$ cat src/rtl/regfile_pkg.sv
// Shared definitions for the 2-read/1-write register file with dump engine.
// Holds the dump FSM state type, the default geometry and the one-hot
// write-index decoder used by the top level.
package regfile_pkg;

    // Default geometry: 8 registers of 16 bits.
    localparam int DEF_WIDTH  = 16;
    localparam int DEF_ADDR_W = 3;

    // Upper bound on ADDR_W that the decoder helper supports.
    localparam int MAX_ADDR_W = 8;
    localparam int MAX_REGS   = 1 << MAX_ADDR_W;

    // Dump engine states: idle, or streaming one entry per cycle.
    typedef enum logic [0:0] {
        DUMP_IDLE = 1'b0,
        DUMP_RUN  = 1'b1
    } dump_state_e;

    // Turns an index into a one-hot vector; callers keep the low NREGS bits.
    function automatic logic [MAX_REGS-1:0] onehot_decode(input logic [MAX_ADDR_W-1:0] idx);
        logic [MAX_REGS-1:0] vec;
        vec      = '0;
        vec[idx] = 1'b1;
        return vec;
    endfunction

endpackage : regfile_pkg

$ cat src/rtl/regfile_entry.sv
// One register-file entry: a WIDTH-bit load-enabled register that clears
// synchronously on reset. Reset wins over load.
module regfile_entry #(
    parameter int WIDTH = 16
) (
    input  logic             clk,
    input  logic             reset,
    input  logic             load_i,
    input  logic [WIDTH-1:0] d_i,
    output logic [WIDTH-1:0] q_o
);

    logic [WIDTH-1:0] data_q;

    // Hold the stored word; clear on reset, capture d_i when loaded.
    always_ff @(posedge clk) begin
        // NOTE: sequential state uses <= so every entry samples the pre-edge values.
        if (reset) begin
            data_q <= '0;
        end else if (load_i) begin
            data_q <= d_i;
        end
    end

    assign q_o = data_q;

endmodule : regfile_entry

$ cat src/rtl/regfile_2r1w_dump.sv
// regfile_2r1w_dump: NREGS = 2**ADDR_W entries of WIDTH bits, one write
// port, two combinational read ports (A/B operand paths) and a sequential
// dump engine that streams every entry in index order with valid/last.
// Optional build macro: REGFILE_BYPASS_EN -- when defined, a write in the
// current cycle is forwarded combinationally to any read port (A, B, dump)
// addressing the same index. Undefined (default): reads see stored values.
module regfile_2r1w_dump
    import regfile_pkg::*;
#(
    parameter int WIDTH  = DEF_WIDTH,
    parameter int ADDR_W = DEF_ADDR_W
) (
    input  logic              clk,
    input  logic              reset,
    input  logic [WIDTH-1:0]  data_in,
    input  logic [ADDR_W-1:0] writenum,
    input  logic              write,
    input  logic [ADDR_W-1:0] readnum_a,
    input  logic [ADDR_W-1:0] readnum_b,
    output logic [WIDTH-1:0]  data_out_a,
    output logic [WIDTH-1:0]  data_out_b,
    input  logic              dump_start,
    output logic              dump_busy,
    output logic              dump_valid,
    output logic [ADDR_W-1:0] dump_idx,
    output logic [WIDTH-1:0]  dump_data,
    output logic              dump_last
);

    localparam int NREGS = 1 << ADDR_W;
    localparam logic [ADDR_W-1:0] LAST_IDX = ADDR_W'(NREGS - 1);

    // ------------------------------------------------------------------
    // Write decode and storage
    // ------------------------------------------------------------------
    logic [MAX_REGS-1:0] wr_onehot;
    logic [NREGS-1:0]    wr_en;
    logic [WIDTH-1:0]    entry_q [NREGS];

    // Decode the write index into per-entry load enables.
    always_comb begin
        wr_onehot = onehot_decode(MAX_ADDR_W'(writenum));
        wr_en     = write ? wr_onehot[NREGS-1:0] : '0;
    end

    // NOTE: the entries are reset on purpose -- the datapath relies on a
    // synchronous clear of every register, so this array is not left as
    // uninitialised RAM.
    for (genvar g = 0; g < NREGS; g++) begin : g_entry
        regfile_entry #(
            .WIDTH (WIDTH)
        ) u_entry (
            .clk    (clk),
            .reset  (reset),
            .load_i (wr_en[g]),
            .d_i    (data_in),
            .q_o    (entry_q[g])
        );
    end

    // ------------------------------------------------------------------
    // Read ports
    // ------------------------------------------------------------------
    logic [WIDTH-1:0] stored_a;
    logic [WIDTH-1:0] stored_b;

    assign stored_a = entry_q[readnum_a];
    assign stored_b = entry_q[readnum_b];

`ifdef REGFILE_BYPASS_EN
    // Forward same-cycle write data to a read port addressing the written entry.
    always_comb begin
        data_out_a = (write && (writenum == readnum_a)) ? data_in : stored_a;
        data_out_b = (write && (writenum == readnum_b)) ? data_in : stored_b;
    end
`else
    // Reads return the stored value; a same-cycle write lands at the edge.
    always_comb begin
        data_out_a = stored_a;
        data_out_b = stored_b;
    end
`endif

    // ------------------------------------------------------------------
    // Dump engine
    // ------------------------------------------------------------------
    dump_state_e       state_q, state_d;
    logic [ADDR_W-1:0] idx_q,   idx_d;
    logic              at_last;

    assign at_last = (idx_q == LAST_IDX);

    // Next-state logic: start only from idle, stop after the last index.
    always_comb begin
        // NOTE: defaults first so no path through the case leaves a latch.
        state_d = state_q;
        idx_d   = idx_q;
        unique case (state_q)
            DUMP_IDLE: begin
                if (dump_start) begin
                    state_d = DUMP_RUN;
                    idx_d   = '0;
                end
            end
            DUMP_RUN: begin
                if (at_last) begin
                    state_d = DUMP_IDLE;
                    idx_d   = '0;
                end else begin
                    idx_d = idx_q + ADDR_W'(1);
                end
            end
            default: begin
                state_d = DUMP_IDLE;
                idx_d   = '0;
            end
        endcase
    end

    // State and index registers; reset aborts any dump in progress.
    always_ff @(posedge clk) begin
        if (reset) begin
            state_q <= DUMP_IDLE;
            idx_q   <= '0;
        end else begin
            state_q <= state_d;
            idx_q   <= idx_d;
        end
    end

    logic             running;
    logic [WIDTH-1:0] dump_stored;

    assign running     = (state_q == DUMP_RUN);
    assign dump_stored = entry_q[idx_q];

    // Dump outputs: live only while running, all zero otherwise.
    always_comb begin
        dump_busy  = running;
        dump_valid = running;
        dump_idx   = running ? idx_q : '0;
        dump_last  = running && at_last;
        dump_data  = '0;
        if (running) begin
`ifdef REGFILE_BYPASS_EN
            dump_data = (write && (writenum == idx_q)) ? data_in : dump_stored;
`else
            dump_data = dump_stored;
`endif
        end
    end

endmodule : regfile_2r1w_dump

$ cat config.mk
export PLATFORM = sky130hd
export DESIGN_NAME = regfile_2r1w_dump
export DESIGN_NICKNAME = d
export VERILOG_FILES = /design/src/rtl/regfile_pkg.sv /design/src/rtl/regfile_entry.sv /design/src/rtl/regfile_2r1w_dump.sv
export SDC_FILE = /design/constraint.sdc
export NUM_CORES = 1
export LEC_CHECK = 0
export BUFFER_PORTS_ARGS = -buffer_cell sky130_fd_sc_hd__buf_2
export CORE_AREA = 8 8 152 154
export DETAILED_ROUTE_END_ITERATION = 10
export DIE_AREA = 0 0 160 162
export PLACE_DENSITY = 0.62
export RECOVER_POWER = 100
export SLEW_MARGIN = 30
export SYNTH_ARGS = -nofsm -noshare
export SYNTH_HDL_FRONTEND = slang
export SYNTH_SLANG_ARGS = --single-unit
$ cat constraint.sdc
create_clock -name clk -period 2.2 [get_ports clk]
set_input_delay 0.22 -clock clk [delete_from_list [all_inputs] [get_ports clk]]
set_output_delay 0.22 -clock clk [all_outputs]
set_load 0.01 [all_outputs]
* Word-level counts from Yosys, hierarchy flattened
Cells that the tools add are included.
** Storage, ports and cells
- Bits in registers :: 132
** Operators by class
- Add/subtract/negate cells :: 1
- $lt $le $gt $ge :: 5
- Equality and inequality tests :: 2
- Mux-type cells :: 20
- Bitwise operators :: 4
- Reduce and logical (&&, ||, !) cells :: 2
** Operators with widths (count)
- 16-bit binary-select mux with 3-bit select :: 3
- 16-bit two-way mux :: 7
- 4-bit greater-or-equal comparator, second input constant :: 3
- 3-bit inverter with 4-bit output :: 3
- 3-bit by 9-bit < comparator with 1-bit output, second input constant :: 1
- 3-bit two-way mux :: 3
- 8-bit two-way mux :: 1
- 3-bit case mux with 2 select lines :: 1
- 3-bit by 1-bit adder with 3-bit output, second input constant :: 1
- 1-bit demux with 3-bit select :: 1
- 3-bit == test, second input constant :: 1
- 3-bit by 1-bit greater-or-equal comparator with 1-bit output, second input constant :: 1
- 1-bit two-way mux :: 3
- 1-bit logical AND :: 2
- 2-bit != test, second input constant :: 1
- 1-bit case mux with 2 select lines :: 1
- 1-bit inverter :: 1

* Longest topological paths before layout
- Word-level depth :: 5
- Depth in mapped cells :: 6

* Modules after synthesis
From an unflattened synthesis, not the netlist that was laid out.
** Second synthesis, totals
- Cells, all modules :: 642
- Area total of the unflattened synthesis :: 8046.5 µm²
** Modules (own cells, without submodules)
- regfile_entry :: times used 8, cells each 52, area each 580.6 µm², sequential area each 320.3 µm²
- regfile_2r1w_dump :: times used 1, cells each 226, area each 3402.0 µm², sequential area each 80.1 µm²

* Worst setup path after synthesis
OpenSTA, ideal clock, no wires.
- Path kind :: input to output
- From :: in readnum_a[1]
- To :: out data_out_a[13]
- Data arrival time :: 1.376 ns
- Setup slack :: 0.604 ns
- Cell stages on the path :: 5
- Buffers on the path :: 3
- Cells stage by stage :: buf_2 > buf_2 > buf_2 > mux4_2 > mux2_2
** On the way
- Word-level cells in the longest chain between the ends :: 4
** Ends and longest elaborated chain
- from (decl) :: RTL line regfile_2r1w_dump.sv:18 : input logic [ADDR_W-1:0] readnum_a,
- 3-bit inverter with 4-bit output (implied by the code) :: RTL line regfile_2r1w_dump.sv:67 : assign stored_a = entry_q[readnum_a];
- 16-bit binary-select mux with 3-bit select :: RTL line regfile_2r1w_dump.sv:67
- 16-bit two-way mux (implied by the code) (2 in a row) :: RTL line regfile_2r1w_dump.sv:67
- to (decl) :: RTL line regfile_2r1w_dump.sv:20 : output logic [WIDTH-1:0] data_out_a,
Every way passes these cells. The select of a mux whose other input is x is not followed.

* Worst setup path after layout
- From :: reg idx_q[1]
- To :: out dump_data[1]
** On the way
- Word-level cells in the longest chain between the ends :: 5
** Ends and longest elaborated chain
- from (decl) :: RTL line regfile_2r1w_dump.sv:88 : logic [ADDR_W-1:0] idx_q, idx_d;
- from (signal assigned) :: RTL line regfile_2r1w_dump.sv:127 : idx_q <= idx_d;
- 3-bit inverter with 4-bit output (implied by the code) :: RTL line regfile_2r1w_dump.sv:135 : assign dump_stored = entry_q[idx_q];
- 16-bit binary-select mux with 3-bit select :: RTL line regfile_2r1w_dump.sv:135
- 16-bit two-way mux (implied by the code) (2 in a row) :: RTL line regfile_2r1w_dump.sv:135
- 16-bit two-way mux :: RTL line regfile_2r1w_dump.sv:144 : if (running) begin
- to (decl) :: RTL line regfile_2r1w_dump.sv:26 : output logic [WIDTH-1:0] dump_data,
Every way passes these cells. The select of a mux whose other input is x is not followed.

==> flow_summary.yaml <==
route:
  wl_per_cell_um: 23.9
  drc_errors: 0
  drt_iter0_drc: 818
  routed_wl_um: 28000
  via_per_inst: 5.94
  dr.pass1.iters: 6
  drtAntennaViolNets: 0
  vias: 6968
global_routing:
  grt_overflow: 0
  grt_pass1_wl_um: 41800
  grt_antenna_before_repair: 0
  grt_usage: 0.211
  grt_max_degree: 61
  first_global_vias: 6695
finish:
  seqCellArea_mm2: 0.00265
  finalNetCount: 916
  multi_input_comb_area_mm2: 0.00487
  fill_cells: 1977
  syn_to_final_growth_pct: 14.7
  final_core_util: 0.448
  layout-drive-gt1-share: 0.261
  n_antenna_cell: 0
sta:
  fin_skew_ps: 5.30
  rsz0062_at_grt: "yes"
  fin_crit_sh: 0.988
  setup_slack_ps: 26.3
  tightest_slew_ps: 1320
  slew_headroom: 0.119
  finalSetupViolCount: 0
  fin_hold_ws_ps: 103
  setup_tns_ps: 0
  period_minus_slack_ps: 2170
  hold_viol: 0
  finalMaxSlewViolations: 0
  max_freq_mhz: 460
die:
  core_mm2: 0.0207
  std_cell_rows: 53
  die_y_um: 162
  initial_utilization: 0.391
  ioPinCount: 83
  fp.dieArea_mm2: 0.0259
  fp.dieW_um: 160
cts:
  clk_latency_ps: 430
  clock-root-buffer: "clkbuf_16"
  cts_tree: "done"
  cts_buffers: 17
  clk_path_buf_depth: 2
  holdBufCountCts: 0
  h-tree-depth: 4
  clock-sinks: 132
  clk_pin_slew_ps: 60
power_and_ir_drop:
  cellLeakagePower_nw: 3.58
  power.density_mw_per_mm2: 644
  p_total_mw: 5.97
  vdd_drop_max_uv: 559
yosys:
  synth_commonest_cells: "nand2_1, dfxtp_1, a21oi_1, mux4_1, mux2_2"
  ys_types: 29
  synth-seq-area-share: 0.327
  synth_edf_count: 0
  synth_seq_cells: 132
  synth_top_area_frac: 0.327
  async_reset_ff_frac: 0
  synth_most_common_cell: "nand2_1"
  netlist_instances: 841
  synth_nets: 872
  synthTopCellsByArea: "dfxtp_1, mux4_1, nand2_1"
  ys.flop_type: "dfxtp_1"
  syn_area_per_cell_um2: 9.61
  syn_area_mm2: 0.00808
  yosysWarnings: 0
  yosysTopAreaCell: "dfxtp_1"
place:
  gp_congestion: 0.831
  dp_slack_ps: 290
  portBuffers: 82
  dp_hpwl_um: 17500
critical_path:
  crit_path_end_kind: "output port"
  cp.arrival_ps: 1950
  critical_path_class: "flop to output port"
  worstSetupStartpointType: "flop"
  required_ps: 1980
  cp_max_fo: 10
job:
  max_cap_viol_count: 0
worst_hold_path:
  hp-class: "input pin to flop"
status:
  status: "finished clean"
## cell usage in the layout, fill, tap and decap left out, drive strengths merged
cell | Yosys | final
nand2 | 257 | 257
dfxtp | 132 | 132
a21oi | 131 | 131
buf | 60 | 115
mux4 | 80 | 80
mux2 | 48 | 48
clkbuf | 38 | 24
nor2 | 20 | 20
mux2i | 16 | 16
a211oi | 16 | 16
o21ai | 16 | 16
clkinv | 0 | 6
clkinvlp | 0 | 5
and2 | 4 | 4
and4bb | 3 | 3
nand4bb | 3 | 3
and4b | 3 | 3
nand4b | 3 | 3
nor3b | 3 | 3
ha | 2 | 2
inv | 0 | 2
bufinv | 0 | 2
nor2b | 1 | 1
and4 | 1 | 1
nand4 | 1 | 1
nor4b | 1 | 1
or4b | 1 | 1
nor3 | 1 | 1
bufbuf | 0 | 1
## final timing paths
path / startpoint / endpoint / slack, ps / depth (start not counted)
setup / recovery: idx_q[1]$_SDFFE_PP0P_ / dump_data[1] / 30 / 5
hold reg to reg: g_entry[1].u_entry.q_o[12]$_SDFFE_PP0P_ / g_entry[1].u_entry.q_o[12]$_SDFFE_PP0P_ / 480 / 2
setup reg to reg: idx_q[1]$_SDFFE_PP0P_ / dump_busy$_SDFF_PP0_ / 780 / 5
hold / removal: data_in[8] / g_entry[0].u_entry.q_o[8]$_SDFFE_PP0P_ / 100 / 3
## kinds of logic (layout without fill, tap and decap cells)
kind of cell,Yosys count,in the layout,synth area share
multiplexers,144,144,0.334
buffers and inverters,98,155,0.0726
adder cells (fa/ha/maj),2,2,0.00310
AO/OA/AOI/OAI,163,163,0.106
flip-flops,132,132,0.327
AND/OR/NAND/NOR,302,302,0.158
## where the power goes
group	leakage, nW	internal (mW)	switching [mW]	total (mW)
logic	2.24	0.269	0.390	0.658
clock network	0.272	1.67	1.15	2.82
registers	1.07	2.44	0.0527	2.50
total	3.58	4.38	1.59	5.97
## layout make-up
type,count,share of cell area
clock buffer,17,0.0459
clock inverter,15,0.0169
multi-input combinational,611,0.525
sequential,132,0.286
tap,275,0.0371
timing repair buffer,123,0.0894
## sequential cells by signal, summed over array words and instances (netlist names)
signal and count:
dump_busy 1, g_entry.u_entry.q_o 128, idx_q 3
## per-layer routing
metal / track usage / part of all wire
met1: 0.279 / 0.41
met2: 0.329 / 0.46
met3: 0.0554 / 0.10
met4: 0.0760 / 0.027
met5: 0 / 0
## through the flow
stage	instances	area, um2
after detailed placement	1138	8630
final	1173	9270
after global placement	1138	8630
after floorplan	841	8080
after global routing	1173	9270
after CTS	1171	9260
## worst max-delay path, cell delays in order (launching register included)
cell,delay [ps]
dfxtp_4,420
buf_12,170
mux4_2,520
nor2_1,190
a211oi_1,80
buf_2,150
## timing repair
item / 4_1_cts / 5_1_grt
buffers inserted: 0 / 1
gates resized for setup: 7 / 5
setup endpoints to repair: 12 / 12
cloned: 1 / 1
Power figures use the tool's default switching activity.
